<file path="src/rtl/act_read_sequencer_if.sv">
// Bus bundle for the activation read sequencer: job control from the tile
// scheduler, fill notifications from the DMA, and the buffer read port.
interface act_read_sequencer_if #(
   parameter int ADDR_WIDTH = 7,
   parameter int DRAIN_W    = 5,
   parameter int TILE_W     = 8
);
   logic                  start;
   logic [ADDR_WIDTH:0]   k_len;
   logic [DRAIN_W-1:0]    drain_len;
   logic [TILE_W-1:0]     num_tiles;
   logic                  fill_done;
   logic                  fill_bank;
   logic [1:0]            bank_full;
   logic                  rd_en;
   logic [ADDR_WIDTH-1:0] k_idx;
   logic                  bank_sel_rd;
   logic                  a_valid;
   logic                  a_last;
   logic                  busy;
   logic                  done;
   logic                  err;

   modport master (
      output start, k_len, drain_len, num_tiles, fill_done, fill_bank,
      input  bank_full, rd_en, k_idx, bank_sel_rd, a_valid, a_last, busy, done, err
   );

   modport slave (
      input  start, k_len, drain_len, num_tiles, fill_done, fill_bank,
      output bank_full, rd_en, k_idx, bank_sel_rd, a_valid, a_last, busy, done, err
   );
endinterface

</file>
<file path="src/rtl/act_read_sequencer.sv">
// Read-side controller for the ping-pong activation SRAM: waits for a full
// bank, streams K rows of a tile from it, drains, then hands the bank back.
module act_read_sequencer #(
   parameter int ADDR_WIDTH = 7,
   parameter int DRAIN_W    = 5,
   parameter int TILE_W     = 8
) (
   input logic                clk,
   input logic                rst_n,
   act_read_sequencer_if.slave bus
);

   typedef enum logic [1:0] {IDLE, WAIT_BANK, STREAM, DRAIN} state_t;

   localparam logic [ADDR_WIDTH-1:0] ROW_ONE   = ADDR_WIDTH'(1);
   localparam logic [DRAIN_W-1:0]    DRAIN_ONE = DRAIN_W'(1);
   localparam logic [TILE_W-1:0]     TILE_ONE  = TILE_W'(1);

   state_t                state, state_nxt;
   logic [ADDR_WIDTH-1:0] k_last_q;
   logic [ADDR_WIDTH-1:0] row;
   logic [DRAIN_W-1:0]    drain_len_q;
   logic [DRAIN_W-1:0]    drain_cnt;
   logic [TILE_W-1:0]     tiles_left;
   logic                  cur_bank;

   logic                  k_len_legal;
   logic                  start_ok;
   logic                  row_last;
   logic                  drain_end;
   logic                  last_tile;

   logic                  rd_en_q, rd_en_nxt;
   logic [ADDR_WIDTH-1:0] k_idx_q, k_idx_nxt;
   logic                  bank_sel_q, bank_sel_nxt;
   logic                  last_q, last_nxt;
   logic                  a_valid_q, a_last_q;
   logic                  busy_q, busy_nxt;
   logic                  done_q, done_nxt;
   logic                  err_q, err_nxt;
   logic [1:0]            bank_full_q, bank_full_nxt;
   logic [1:0]            set_mask, rel_mask;

   // k_len > depth is exactly "MSB set with any lower bit set"
   assign k_len_legal = (bus.k_len != '0) &&
                        !(bus.k_len[ADDR_WIDTH] && (bus.k_len[ADDR_WIDTH-1:0] != '0));
   assign start_ok    = (state == IDLE) && bus.start && k_len_legal;
   assign row_last    = (row == k_last_q);
   assign drain_end   = (state == DRAIN) && (drain_cnt == '0);
   assign last_tile   = (tiles_left == TILE_ONE);

   // state register
   always_ff @(posedge clk or negedge rst_n) begin
      if (!rst_n) state <= IDLE;
      else        state <= state_nxt;
   end

   // next-state decode
   always_comb begin
      state_nxt = state;
      case (state)
         IDLE:      if (start_ok && (bus.num_tiles != '0)) state_nxt = WAIT_BANK;
         WAIT_BANK: if (bank_full_q[cur_bank])            state_nxt = STREAM;
         STREAM:    if (row_last)                         state_nxt = DRAIN;
         DRAIN:     if (drain_cnt == '0)                  state_nxt = last_tile ? IDLE : WAIT_BANK;
         default:                                          state_nxt = IDLE;
      endcase
   end

   // job parameters, row/drain counters and bank pointer
   // k_last is stored as k_len-1 in ADDR_WIDTH bits; k_len=2**ADDR_WIDTH wraps to all-ones
   always_ff @(posedge clk or negedge rst_n) begin
      if (!rst_n) begin
         k_last_q    <= '0;
         drain_len_q <= '0;
         tiles_left  <= '0;
         row         <= '0;
         drain_cnt   <= '0;
         cur_bank    <= 1'b0;
      end else begin
         case (state)
            IDLE: begin
               if (start_ok && (bus.num_tiles != '0)) begin
                  k_last_q    <= bus.k_len[ADDR_WIDTH-1:0] - ROW_ONE;
                  drain_len_q <= bus.drain_len;
                  tiles_left  <= bus.num_tiles;
                  cur_bank    <= 1'b0;
               end
            end
            WAIT_BANK: begin
               if (bank_full_q[cur_bank]) row <= '0;
            end
            STREAM: begin
               if (row_last) drain_cnt <= drain_len_q;
               else          row       <= row + ROW_ONE;
            end
            DRAIN: begin
               if (drain_cnt != '0) begin
                  drain_cnt <= drain_cnt - DRAIN_ONE;
               end else begin
                  cur_bank   <= ~cur_bank;
                  tiles_left <= tiles_left - TILE_ONE;
               end
            end
            default: ;
         endcase
      end
   end

   // next values for the registered outputs and bank ownership flags
   always_comb begin
      rd_en_nxt    = (state == STREAM);
      k_idx_nxt    = (state == STREAM) ? row : k_idx_q;
      bank_sel_nxt = (state == STREAM) ? cur_bank : bank_sel_q;
      last_nxt     = (state == STREAM) && row_last;
      done_nxt     = (start_ok && (bus.num_tiles == '0)) || (drain_end && last_tile);
      busy_nxt     = (state_nxt != IDLE);
      set_mask     = '0;
      if (bus.fill_done) set_mask[bus.fill_bank] = 1'b1;
      rel_mask     = '0;
      if (drain_end) rel_mask[cur_bank] = 1'b1;
      // a fill landing on a bank in the same cycle it is released still leaves it full
      bank_full_nxt = (bank_full_q & ~rel_mask) | set_mask;
      err_nxt       = err_q ||
                      ((state == IDLE) && bus.start && !k_len_legal) ||
                      (bus.fill_done && bank_full_q[bus.fill_bank]);
   end

   // output registers; a_valid/a_last trail rd_en by the buffer's 1-cycle latency
   always_ff @(posedge clk or negedge rst_n) begin
      if (!rst_n) begin
         rd_en_q     <= 1'b0;
         k_idx_q     <= '0;
         bank_sel_q  <= 1'b0;
         last_q      <= 1'b0;
         a_valid_q   <= 1'b0;
         a_last_q    <= 1'b0;
         busy_q      <= 1'b0;
         done_q      <= 1'b0;
         err_q       <= 1'b0;
         bank_full_q <= '0;
      end else begin
         rd_en_q     <= rd_en_nxt;
         k_idx_q     <= k_idx_nxt;
         bank_sel_q  <= bank_sel_nxt;
         last_q      <= last_nxt;
         a_valid_q   <= rd_en_q;
         a_last_q    <= rd_en_q && last_q;
         busy_q      <= busy_nxt;
         done_q      <= done_nxt;
         err_q       <= err_nxt;
         bank_full_q <= bank_full_nxt;
      end
   end

   assign bus.rd_en       = rd_en_q;
   assign bus.k_idx       = k_idx_q;
   assign bus.bank_sel_rd = bank_sel_q;
   assign bus.a_valid     = a_valid_q;
   assign bus.a_last      = a_last_q;
   assign bus.busy        = busy_q;
   assign bus.done        = done_q;
   assign bus.err         = err_q;
   assign bus.bank_full   = bank_full_q;

endmodule
</file>
<file path="src/flat_wrapper.sv">
// flat-port wrapper written by rule: the top's interface ports become plain ports
module act_read_sequencer_flat 
#(
   parameter int ADDR_WIDTH = 7,
   parameter int DRAIN_W    = 5,
   parameter int TILE_W     = 8
)
  (clk, rst_n, bus_start, bus_k_len, bus_drain_len, bus_num_tiles, bus_fill_done, bus_fill_bank, bus_bank_full, bus_rd_en, bus_k_idx, bus_bank_sel_rd, bus_a_valid, bus_a_last, bus_busy, bus_done, bus_err);
  act_read_sequencer_if #(.ADDR_WIDTH(ADDR_WIDTH), .DRAIN_W(DRAIN_W), .TILE_W(TILE_W)) bus_i ();
  input logic clk;
  input logic rst_n;
  input wire logic [$bits(bus_i.start)-1:0] bus_start;
  input wire logic [$bits(bus_i.k_len)-1:0] bus_k_len;
  input wire logic [$bits(bus_i.drain_len)-1:0] bus_drain_len;
  input wire logic [$bits(bus_i.num_tiles)-1:0] bus_num_tiles;
  input wire logic [$bits(bus_i.fill_done)-1:0] bus_fill_done;
  input wire logic [$bits(bus_i.fill_bank)-1:0] bus_fill_bank;
  output wire logic [$bits(bus_i.bank_full)-1:0] bus_bank_full;
  output wire logic [$bits(bus_i.rd_en)-1:0] bus_rd_en;
  output wire logic [$bits(bus_i.k_idx)-1:0] bus_k_idx;
  output wire logic [$bits(bus_i.bank_sel_rd)-1:0] bus_bank_sel_rd;
  output wire logic [$bits(bus_i.a_valid)-1:0] bus_a_valid;
  output wire logic [$bits(bus_i.a_last)-1:0] bus_a_last;
  output wire logic [$bits(bus_i.busy)-1:0] bus_busy;
  output wire logic [$bits(bus_i.done)-1:0] bus_done;
  output wire logic [$bits(bus_i.err)-1:0] bus_err;
  assign bus_i.start = bus_start;
  assign bus_i.k_len = bus_k_len;
  assign bus_i.drain_len = bus_drain_len;
  assign bus_i.num_tiles = bus_num_tiles;
  assign bus_i.fill_done = bus_fill_done;
  assign bus_i.fill_bank = bus_fill_bank;
  assign bus_bank_full = bus_i.bank_full;
  assign bus_rd_en = bus_i.rd_en;
  assign bus_k_idx = bus_i.k_idx;
  assign bus_bank_sel_rd = bus_i.bank_sel_rd;
  assign bus_a_valid = bus_i.a_valid;
  assign bus_a_last = bus_i.a_last;
  assign bus_busy = bus_i.busy;
  assign bus_done = bus_i.done;
  assign bus_err = bus_i.err;
  act_read_sequencer #(.ADDR_WIDTH(ADDR_WIDTH), .DRAIN_W(DRAIN_W), .TILE_W(TILE_W)) u_core (.clk(clk), .rst_n(rst_n), .bus(bus_i));
endmodule
</file>
<file path="config.mk">
export PLATFORM = sky130hd
export DESIGN_NAME = act_read_sequencer_flat
export DESIGN_NICKNAME = d
export VERILOG_FILES = /design/src/rtl/act_read_sequencer_if.sv /design/src/rtl/act_read_sequencer.sv /design/src/flat_wrapper.sv
export SDC_FILE = /design/constraint.sdc
export NUM_CORES = 1
export LEC_CHECK = 0
export CAP_MARGIN = 5
export CORE_ASPECT_RATIO = 0.9
export CORE_UTILIZATION = 30
export DETAILED_ROUTE_END_ITERATION = 8
export GPL_ROUTABILITY_DRIVEN = 0
export SYNTH_ARGS = -nofsm -noshare
export SYNTH_HDL_FRONTEND = slang
export SYNTH_SLANG_ARGS = --single-unit
export TNS_END_PERCENT = 50
</file>
<file path="constraint.sdc">
create_clock -name clk -period 4.5 [get_ports clk]
set_clock_uncertainty 0.2 [all_clocks]
set_input_delay 1.35 -clock clk [delete_from_list [all_inputs] [get_ports clk]]
set_output_delay 1.35 -clock clk [all_outputs]
set_load 0.05 [all_outputs]
</file>
==> metrics.cfg, run 1 <==
[logic_synthesis]
yosysTopAreaCellShare_pct = 46.43
yosys.area.top_type = dfrtp_1
seq_area_frac_synth_pct = 46.43
synth_warnings = 0
yosys-top-cells-area = dfrtp_1, ha_1, mux2_2, o21ai_0, nand2_1
ys.flop_type = dfrtp_1
yosysMostFrequentCell = dfrtp_1
ys_ff_latch = 52
ys_async_sr_fraction_pct = 100.0
synth_edf_count = 0
avgSynthCellArea_sq_um = 10.19
synth.cell_area_sq_mm = 0.002803
synth_nets = 313
postSynthCellCount = 275
synthTopCellsByCount = dfrtp_1, nand2_1, o21ai_0
ys_types = 50

[timing]
period_share_pct = 80.66
drv_slew = 0
fmax_ghz = 0.2755
setup_viol = 0
tns_ns = 0
worst_pin_slew_ns = 0.8374
slew_headroom_pct = 43.66
hold_viol_final = 0
fin_crit_ns = 3.630
rsz0062_at_grt = no
timing.hold.ws_ns = 0.2274

[grt]
grt_pass1_vias = 2163
antenna_found_initial = 0
overflow = 0
grt_max_degree = 34
grt_pass1_wl_mm = 10.67
track_usage_pct = 13.52

[place]
io_buffers = 41
dpl.hpwl_mm = 4.602

[routing]
drt-wirelength-per-cell_um = 14.04
postRouteAntennaNets = 0
num_vias = 2244
drc_errors = 0
viasPerCell = 5.088
dr.pass1.iters = 4
drt-total-wl_mm = 6.192
first_iter_violations = 105

[floorplan]
io_pins = 42
row_count = 33
fp.dieH_um = 93.70
coreArea_sq_mm = 0.009084
initial_core_util_pct = 30.85
die_w_um = 103.9
dieArea_sq_mm = 0.009734

[clock_network]
cts-root-buf = clkbuf_8
clkTransAtPathRegs_ns = 0.09
htreeDepth = 2
tritoncts = built
clock_path_buffers = 2
clk_latency_ns = 0.31
ctsHoldBuffers = 0
cts_setup_buffers = 0
cts-resized-gates = 0
cts_sinks = 52
cts_made_buffers = 5

[cells_and_area]
nets = 356
multi_input_area_sq_mm = 0.001400
regArea_sq_mm = 0.001301
nFillCells = 936
syn_to_final_growth_pct = 22.72
drive_gt1_share_pct = 10.97
n_antenna_cell = 0

[critical_path]
cp.required_ns = 4.49
worst-path-max-fanout = 19
endpoint_kind = flip-flop
critPathKind = input port to flip-flop
worstSetupStartpointType = input port
arrival_ns = 3.62

[run]
maxCapViolations = 0

[outcome]
status = finished, final reports clean

[worst_hold_path]
worstHoldPathType = flip-flop to flip-flop

[pwr]
leakage_nw = 1.429
peakVddDrop_uv = 189.8
power_density_mw_per_mm2 = 557.7

==> worst max-delay path, cell delays in order <==
cell,delay (ns)
clkdlybuf4s50_1,0.47
nor4_1,0.76
mux2i_1,0.23
nand2_1,0.20
buf_4,0.25
mux2_2,0.35
==> flip-flops by register name (all words and copies together), names as in the netlist, 2 cells and up <==
| register | count |
|---|---|
| u_core.row | 7 |
| u_core.drain_cnt | 5 |
| u_core.bus.bank_full | 2 |
| u_core.state | 2 |
| u_core.k_last_q | 7 |
| u_core.bus.k_idx | 7 |
| u_core.tiles_left | 8 |
| u_core.drain_len_q | 5 |
==> placed cells by master (no fill, tap or decap), drive strengths merged, types with 2 or more instances in the layout <==
| master | n |
|---|---|
| dfrtp | 52 |
| mux2i | 5 |
| clkbuf | 7 |
| or2 | 2 |
| and2 | 2 |
| o21ai | 25 |
| and3 | 3 |
| mux2 | 13 |
| inv | 14 |
| o32ai | 2 |
| a2bb2oi | 6 |
| a21oi | 5 |
| or3 | 3 |
| o22ai | 6 |
| nor3b | 3 |
| buf | 5 |
| nor3 | 6 |
| a22oi | 2 |
| a31oi | 5 |
| xnor2 | 4 |
| nor2 | 14 |
| a211oi | 4 |
| o31ai | 4 |
| ha | 12 |
| clkdlybuf4s50 | 40 |
| nand3 | 9 |
| nand2 | 28 |
| xor2 | 9 |
| nand2b | 3 |
| nor4 | 8 |
| a221o | 2 |
| a221oi | 3 |
==> path summary, 6_finish.rpt <==
kind | start | endpoint | slack (ns) | cells past startpoint
max | bus_k_len[3] | u_core.drain_len_q[1] | 0.87 | 6
min | u_core.bus.rd_en | u_core.bus.a_valid | 0.23 | 0
max reg2reg | u_core.state[0] | u_core.row[2] | 1.18 | 7
min reg2reg | u_core.bus.rd_en | u_core.bus.a_valid | 0.23 | 0
max in group asynchronous | rst_n | u_core.drain_len_q[3] | 2.43 | 2
min in group asynchronous | rst_n | u_core.bus.rd_en | 0.90 | 1
==> routing by layer <==
metal	up-vias	wire length [um]	GRT usage, %	part of all wire, %
met5	-	0	0	0
met4	0	47	3.214	0.76
met3	4	294	2.913	4.7
met2	51	2643	20.89	43
met1	1099	3207	19.26	52
li1	1090	-	-	-
==> where the power goes <==
group | internal, mW | leakage [nW] | switching [mW]
Sequential | 0.627 | 0.647 | 0.140
Combinational | 0.359 | 0.738 | 0.512
Clock | 0.125 | 0.0445 | 0.154
==> cell families (layout without fill, tap and decap cells) <==
| group | Yosys count | after routing | share of synthesized area, % |
|---|---|---|---|
| simple gates | 85 | 85 | 15.00 |
| buf+inv | 24 | 68 | 3.616 |
| fa+ha+maj | 12 | 12 | 5.357 |
| mux | 18 | 18 | 7.009 |
| flops | 52 | 52 | 46.43 |
| xor+xnor | 13 | 13 | 4.063 |
| compound gates | 71 | 71 | 18.53 |
==> per-stage QoR <==
stage / total power, mW / cell area (sq um) / setup slack (ns) / util, % / std cells
4_1_cts: 1.932 / 3440 / 0.9294 / 37.87 / 441
2_1_floorplan: 1.401 / 2803 / 1.522 / - / 275
3_3_place_gp: 1.625 / 3346 / 0.6735 / 36.83 / 433
5_1_grt: 2.077 / 3440 / 0.8195 / 37.87 / 441
3_5_place_dp: 1.651 / 3346 / 0.6302 / 36.83 / 433
6_report: 1.918 / 3440 / 0.8703 / 37.87 / 441
==> area by class of cell <==
| class | instances | share of cell area (%) |
|---|---|---|
| multi-input cells | 199 | 40.71 |
| flip-flops and latches | 52 | 37.83 |
| repair buffers | 45 | 12.66 |
| well taps | 122 | 4.438 |
| clock buffers | 7 | 2.510 |
| inverters | 15 | 1.637 |
| clock inverters | 1 | 0.2183 |
Note: power is estimated with default switching activity, not from simulation.
==> run 2, diff against run 1 <==
==> constraint.sdc (replaced) <==
create_clock -name clk -period 2.95 [get_ports clk]
set_clock_uncertainty 0.2 [all_clocks]
set_input_delay 0.885 -clock clk [delete_from_list [all_inputs] [get_ports clk]]
set_output_delay 0.885 -clock clk [all_outputs]
set_load 0.05 [all_outputs]
==> metrics.cfg, run 2 (synthesis gave the netlist of run 1 again) <==
[floorplan]
fp.dieH_um = 93.70  ; unchanged
dieArea_sq_mm = 0.009734  ; unchanged
coreArea_sq_mm = 0.009084  ; unchanged
initial_core_util_pct = 30.85  ; unchanged
io_pins = 42  ; unchanged
die_w_um = 103.9  ; unchanged
row_count = 33  ; unchanged

[routing]
viasPerCell = 4.852  ; was 5.088
drt-total-wl_mm = 6.055  ; was 6.192 mm
postRouteAntennaNets = 0  ; unchanged
num_vias = 2256  ; was 2244
drt-wirelength-per-cell_um = 13.02  ; was 14.04 um
drc_errors = 0  ; unchanged
first_iter_violations = 122  ; was 105
dr.pass1.iters = 4  ; unchanged

[critical_path]
r2r_cells = 7  ; unchanged
worst-path-max-fanout = 3  ; was 19
cp.required_ns = 2.93  ; was 4.49 ns
worstSetupStartpointType = input port  ; unchanged
critPathKind = input port to flip-flop  ; unchanged
endpoint_kind = flip-flop  ; unchanged
arrival_ns = 2.76  ; was 3.62 ns

[pwr]
power_density_mw_per_mm2 = 820.6  ; was 557.7 mW/mm^2
peakVddDrop_uv = 268.7  ; was 189.8 uV
leakage_nw = 1.552  ; was 1.429 nW

[clock_network]
cts_sinks = 52  ; unchanged
ctsHoldBuffers = 0  ; unchanged
cts-root-buf = clkbuf_8  ; unchanged
cts_setup_buffers = 0  ; unchanged
clkTransAtPathRegs_ns = 0.08  ; was 0.09 ns
cts_made_buffers = 5  ; unchanged
clk_latency_ns = 0.30  ; was 0.31 ns
cts-resized-gates = 0  ; unchanged
htreeDepth = 2  ; unchanged
tritoncts = built  ; unchanged
clock_path_buffers = 2  ; unchanged

[cells_and_area]
top_register = u_core.tiles_left  ; unchanged
final_common_cell = dfrtp_1  ; unchanged
nFillCells = 915  ; was 936
nets = 380  ; was 356
design_area_sq_mm = 0.003623  ; was 0.003440 sq mm
multi_input_area_sq_mm = 0.001405  ; was 0.001400 sq mm
fin_util_pct = 39.89  ; was 37.87%
drive_gt1_share_pct = 17.49  ; was 10.97%
n_antenna_cell = 0  ; unchanged
largest_reg_flops = 8  ; unchanged
most-common-layout-cells = dfrtp_1, clkdlybuf4s50_1, nand2_1, buf_4, o21ai_0  ; was dfrtp_1, clkdlybuf4s50_1, nand2_1
regArea_sq_mm = 0.001301  ; unchanged
syn_to_final_growth_pct = 29.29  ; was 22.72%

[worst_hold_path]
min_path_cells = 0  ; unchanged
worstHoldPathType = flip-flop to flip-flop  ; unchanged

[timing]
rsz0062_at_grt = no  ; unchanged
setup_viol = 0  ; unchanged
hold_viol_final = 0  ; unchanged
drv_slew = 0  ; unchanged
worst_pin_slew_ns = 0.7424  ; was 0.8374 ns
slew_headroom_pct = 50.51  ; was 43.66%
period_share_pct = 94.22
fin_crit_ns = 2.779
fmax_ghz = 0.3598

[outcome]
status = finished, final reports clean  ; unchanged

[grt]
grt_pass1_vias = 2113  ; was 2163
grt_max_degree = 24  ; was 34
overflow = 0  ; unchanged
grt_pass1_wl_mm = 10.27  ; was 10.67 mm
track_usage_pct = 13.08  ; was 13.52%
antenna_found_initial = 0  ; unchanged

[run]
maxCapViolations = 0  ; unchanged

[place]
place_area_sq_mm = 0.003526  ; was 0.003346 sq mm
dpl.hpwl_mm = 4.599  ; was 4.602 mm
io_buffers = 41  ; unchanged

[run 2: changes by cell type in the layout (fill, tap and decap cells not counted)]
cell        before  now
buf_4            4   28
clkbuf_1         1    0
clkinv_2         0    2
clkinvlp_4       1    0
nor2_2           1    0
nor2_4           0    1
[run 2: per-layer routing]
layer / GRT usage, % / routed length, um
met5: 0 / 0
met4: 3.095 / 68
met3: 2.774 / 314
met2: 19.67 / 2545
met1: 19.11 / 3125
[run 2: critical path, stage by stage]
cell and delay, ns:
clkdlybuf4s50_1 0.42, inv_1 0.09, ha_1 0.20, nand2b_1 0.09, a221oi_1 0.29, buf_4 0.16, nand2_1 0.08, and3_1 0.22
o32ai_1 0.32
[run 2: layout make-up]
cell class / count / area share, %
multi-input combinational: 199 / 38.78
sequential: 52 / 35.91
timing repair buffer: 69 / 16.99
tap: 122 / 4.213
clock buffer: 6 / 2.279
inverter: 15 / 1.554
clock inverter: 2 / 0.2762
[run 2: worst paths after layout]
check                                 start            endpoint  slack (ns)
setup / recovery               bus_k_len[0]     u_core.bus.busy        0.17
hold / removal             u_core.bus.rd_en  u_core.bus.a_valid        0.20
setup reg to reg            u_core.state[0]       u_core.row[2]        0.44
hold reg to reg            u_core.bus.rd_en  u_core.bus.a_valid        0.20
max in group asynchronous             rst_n  u_core.k_last_q[6]        1.61
min in group asynchronous             rst_n       u_core.row[5]        0.31
[run 2: where the power goes]
part           internal (mW)  leakage, nW  switching, mW
combinational          0.601        0.855          0.796
sequential             0.957        0.647          0.209
clock                  0.188       0.0510          0.224
[run 2: through the flow]
step	power (mW)	std cells	worst slack, ns	setup TNS (ns)	hold slack [ns]
2_1_floorplan	2.138	275	0.4370	0	0.2277
3_3_place_gp	2.534	457	-0.1445	-1.445	0.1855
3_5_place_dp	2.566	457	-0.2161	-2.028	0.1885
4_1_cts	2.991	465	0.08953	0	0.2121
5_1_grt	3.211	465	0.03448	0	0.2267
6_report	2.973	465	0.1706	0	0.2031
==> run 3, diff against run 2 <==
--- a/config.mk
+++ b/config.mk
@@ -5,6 +5,7 @@
 export SDC_FILE = /design/constraint.sdc
 export NUM_CORES = 1
 export LEC_CHECK = 0
+export ABC_CLOCK_PERIOD_IN_PS = 2950
 export CAP_MARGIN = 5
 export CORE_ASPECT_RATIO = 0.9
 export CORE_UTILIZATION = 30
==> results of run 3 <==
The final DEF is identical to that of run 2; final timing and power are the same.
==> RTL change: new RTL, config.mk and constraints of run 2 <==
Re-encode `state_t` (4 states) as Gray code, 2 bits wide.
--- a/src/rtl/act_read_sequencer.sv
+++ b/src/rtl/act_read_sequencer.sv
@@ -11,5 +11,5 @@
 );
 
-   typedef enum logic [1:0] {IDLE, WAIT_BANK, STREAM, DRAIN} state_t;
+   typedef enum logic [1:0] {IDLE = 2'b00, WAIT_BANK = 2'b01, STREAM = 2'b11, DRAIN = 2'b10} state_t;
 
    localparam logic [ADDR_WIDTH-1:0] ROW_ONE   = ADDR_WIDTH'(1);
Formal check against the unedited RTL: no difference found for any inputs over 10 cycles, from zero or initial values and one cycle with rst_n low; not proved beyond that.
==> RTL change against run 2 <==
  * Synthesized cell count down 2.2%
  * Register-to-register slack better by 0.37 ns
  * Cell count is 6.5% lower
  * Die area shrank 1.7%
  * Wire length decreased by 1.2%
  * Total power up 11%
  * First-iteration DRC count decreased by 15%
  * Design area fell by 5.3%
  * Sequential cell count did not move
  * Combinational power rose by 14%
  * Non-clock buffer count fell by 19
  * Setup slack improved by 0.13 ns
  * Synthesized area is 1.8% lower
  * Fmax grew 5.0%
  * Critical path type unchanged
  * Critical endpoint is now u_core.tiles_left[0]
  * Highest routed layer unchanged
==> RTL change: results (changes against run 2) <==
[placement]
port-buffer-count = 41  ; unchanged
pre_cts_ws_ns = -0.0290  ; +0.187 ns
dp_hpwl_um = 4350  ; -5.4%
dp_cells = 427  ; -6.6%

[synth]
synthTopCellsByCount = dfrtp_1 (52), nand2_1 (27), nor2_1 (20), o21ai_0 (19), mux2_2 (13)
async_flop_share_pct = 100  ; unchanged
ys_top_cells_by_area = dfrtp_1 (47%), mux2_2 (5.3%), nand2_1 (3.7%)
ys_seq_area_share_pct = 47.3  ; +0.84 points
ys_warn_count = 0  ; unchanged
synthDistinctLibCells = 57  ; +14%
synth.avg_cell_area_um2 = 10.2  ; +0.40%
synthesis.nets = 302  ; -3.5%

[drt]
dr.pass1.iters = 4  ; unchanged
drc_errors = 0  ; unchanged
vias = 2132  ; -5.5%
drtIter0Drc = 104  ; -15%
wl_um = 5980  ; -1.2%
viasPerCell = 4.90  ; +1.0%

[grt]
grt_pass1_vias = 2023  ; -4.3%
grt_max_degree = 32  ; +33%
use_met1_pct = 19.2  ; +0.10 points
use_met3_pct = 2.87  ; +0.094 points
grt.total_usage_pct = 13.3  ; +0.17 points
antenna_found_initial = 0  ; unchanged
grt_pass1_wl_um = 9950  ; -3.2%
met2_usage_pct = 19.7  ; unchanged

[pwr]
vdd_ir_drop_max_mv = 0.288  ; +7.0%
leakagePower_nw = 1.46  ; -5.8%

[finish]
regMostFlops = u_core.tiles_left
antenna_cells = 0  ; unchanged
fillers = 907  ; -0.87%
drive_gt1_share_pct = 14.6  ; -2.9 points
final_nets = 348  ; -8.4%

[critical_path]
critPathMaxFanout = 8  ; +5
r2r_setup_slack_ns = 0.81  ; +0.37 ns
rr_startpoint = u_core.state[1]
rr_endpoint = u_core.tiles_left[0]
ff2ff_path_depth = 6  ; -1
cp_data_arrival_time_ns = 2.64  ; -0.12 ns

[clock_network]
htree_levels = 2  ; unchanged
numCtsBuffers = 5  ; unchanged
clkSlewWorstSetupHoldPaths_ns = 0.10  ; +0.02 ns
postCtsSetupBuffers = 0  ; unchanged
cts_resized = 0  ; unchanged

[status]
outcome = completed

[hold_path]
hold_path_depth = 0  ; unchanged

[sta]
slew_headroom_pct = 52.5  ; +2.0 points

RTL change: changes by cell type after synthesis, sizes merged, moves of 3 or more:
cell	run 2	this run
nor2	14	21
a21oi	5	11
ha	12	7
o21ai	25	20
o22a	0	4
o22ai	6	2
o31ai	4	0
a2bb2oi	6	3
nand4	1	4
nor4	8	5
or3	3	0
RTL change: layout make-up:
type | instances | share of cell area, %
multi-input cells | 194 | 39.1
flip-flops and latches | 52 | 37.9
repair buffers | 50 | 14.5
well taps | 119 | 4.34
clock buffers | 6 | 2.41
inverters | 12 | 1.31
clock inverters | 2 | 0.438
RTL change: worst max path at each step:
stage                            start                     to  slack [ns]  depth (start not counted)
final                     bus_k_len[0]   u_core.tiles_left[0]        0.30                          7
after global placement    bus_k_len[0]   u_core.tiles_left[0]        0.02                          7
after CTS                 bus_k_len[0]   u_core.tiles_left[0]        0.30                          7
after detailed placement  bus_k_len[0]   u_core.tiles_left[0]       -0.03                          7
after floorplan           bus_k_len[0]  u_core.drain_len_q[0]        0.70                          6
after global routing      bus_k_len[0]   u_core.tiles_left[0]        0.17                          7
RTL change: cell families after synthesis:
| family | share of synthesized area [%] |
|---|---|
| and+or+nand+nor | 18.6 |
| AOI/OAI and AO/OA | 15.6 |
| DFF | 47.3 |
| buffers and inverters | 4.04 |
| muxes | 7.50 |
| xor gates and xnor gates | 3.82 |
| adders and majority gates | 3.18 |
RTL change: metrics by stage:
| step | cell area [µm²] | hold slack [ns] | TNS [ns] | total power, mW | util (%) |
|---|---|---|---|---|---|
| global placement | 3330 | 0.190 | 0 | 2.85 | 38.2 |
| finish | 3430 | 0.217 | 0 | 3.30 | 39.3 |
| global route | 3430 | 0.243 | 0 | 3.56 | 39.3 |
| floorplan | 2750 | 0.228 | 0 | 2.48 | - |
| detailed placement | 3330 | 0.195 | -0.0290 | 2.89 | 38.2 |
| CTS | 3430 | 0.219 | 0 | 3.33 | 39.3 |
RTL change: layer usage:
| metal | vias up | share of wire [%] | wire length [µm] |
|---|---|---|---|
| met5 | - | 0 | 0 |
| met3 | 6 | 4.6 | 274 |
| met2 | 48 | 43 | 2550 |
| met1 | 1024 | 52 | 3090 |
| met4 | 0 | 1.1 | 64 |
| li1 | 1054 | - | - |
RTL change: worst max-delay path, stage by stage:
cell and delay (ns):
clkdlybuf4s50_1 0.50, inv_1 0.07, ha_1 0.21, nand4_1 0.13
nand4_1 0.21, and2_1 0.31, a211o_1 0.33
RTL change: where the power goes:
| part | leakage (nW) | switching, mW | total [mW] | internal [mW] |
|---|---|---|---|---|
| logic | 0.793 | 0.926 | 1.60 | 0.676 |
| registers | 0.626 | 0.279 | 1.27 | 0.992 |
| clock network | 0.0434 | 0.240 | 0.430 | 0.190 |
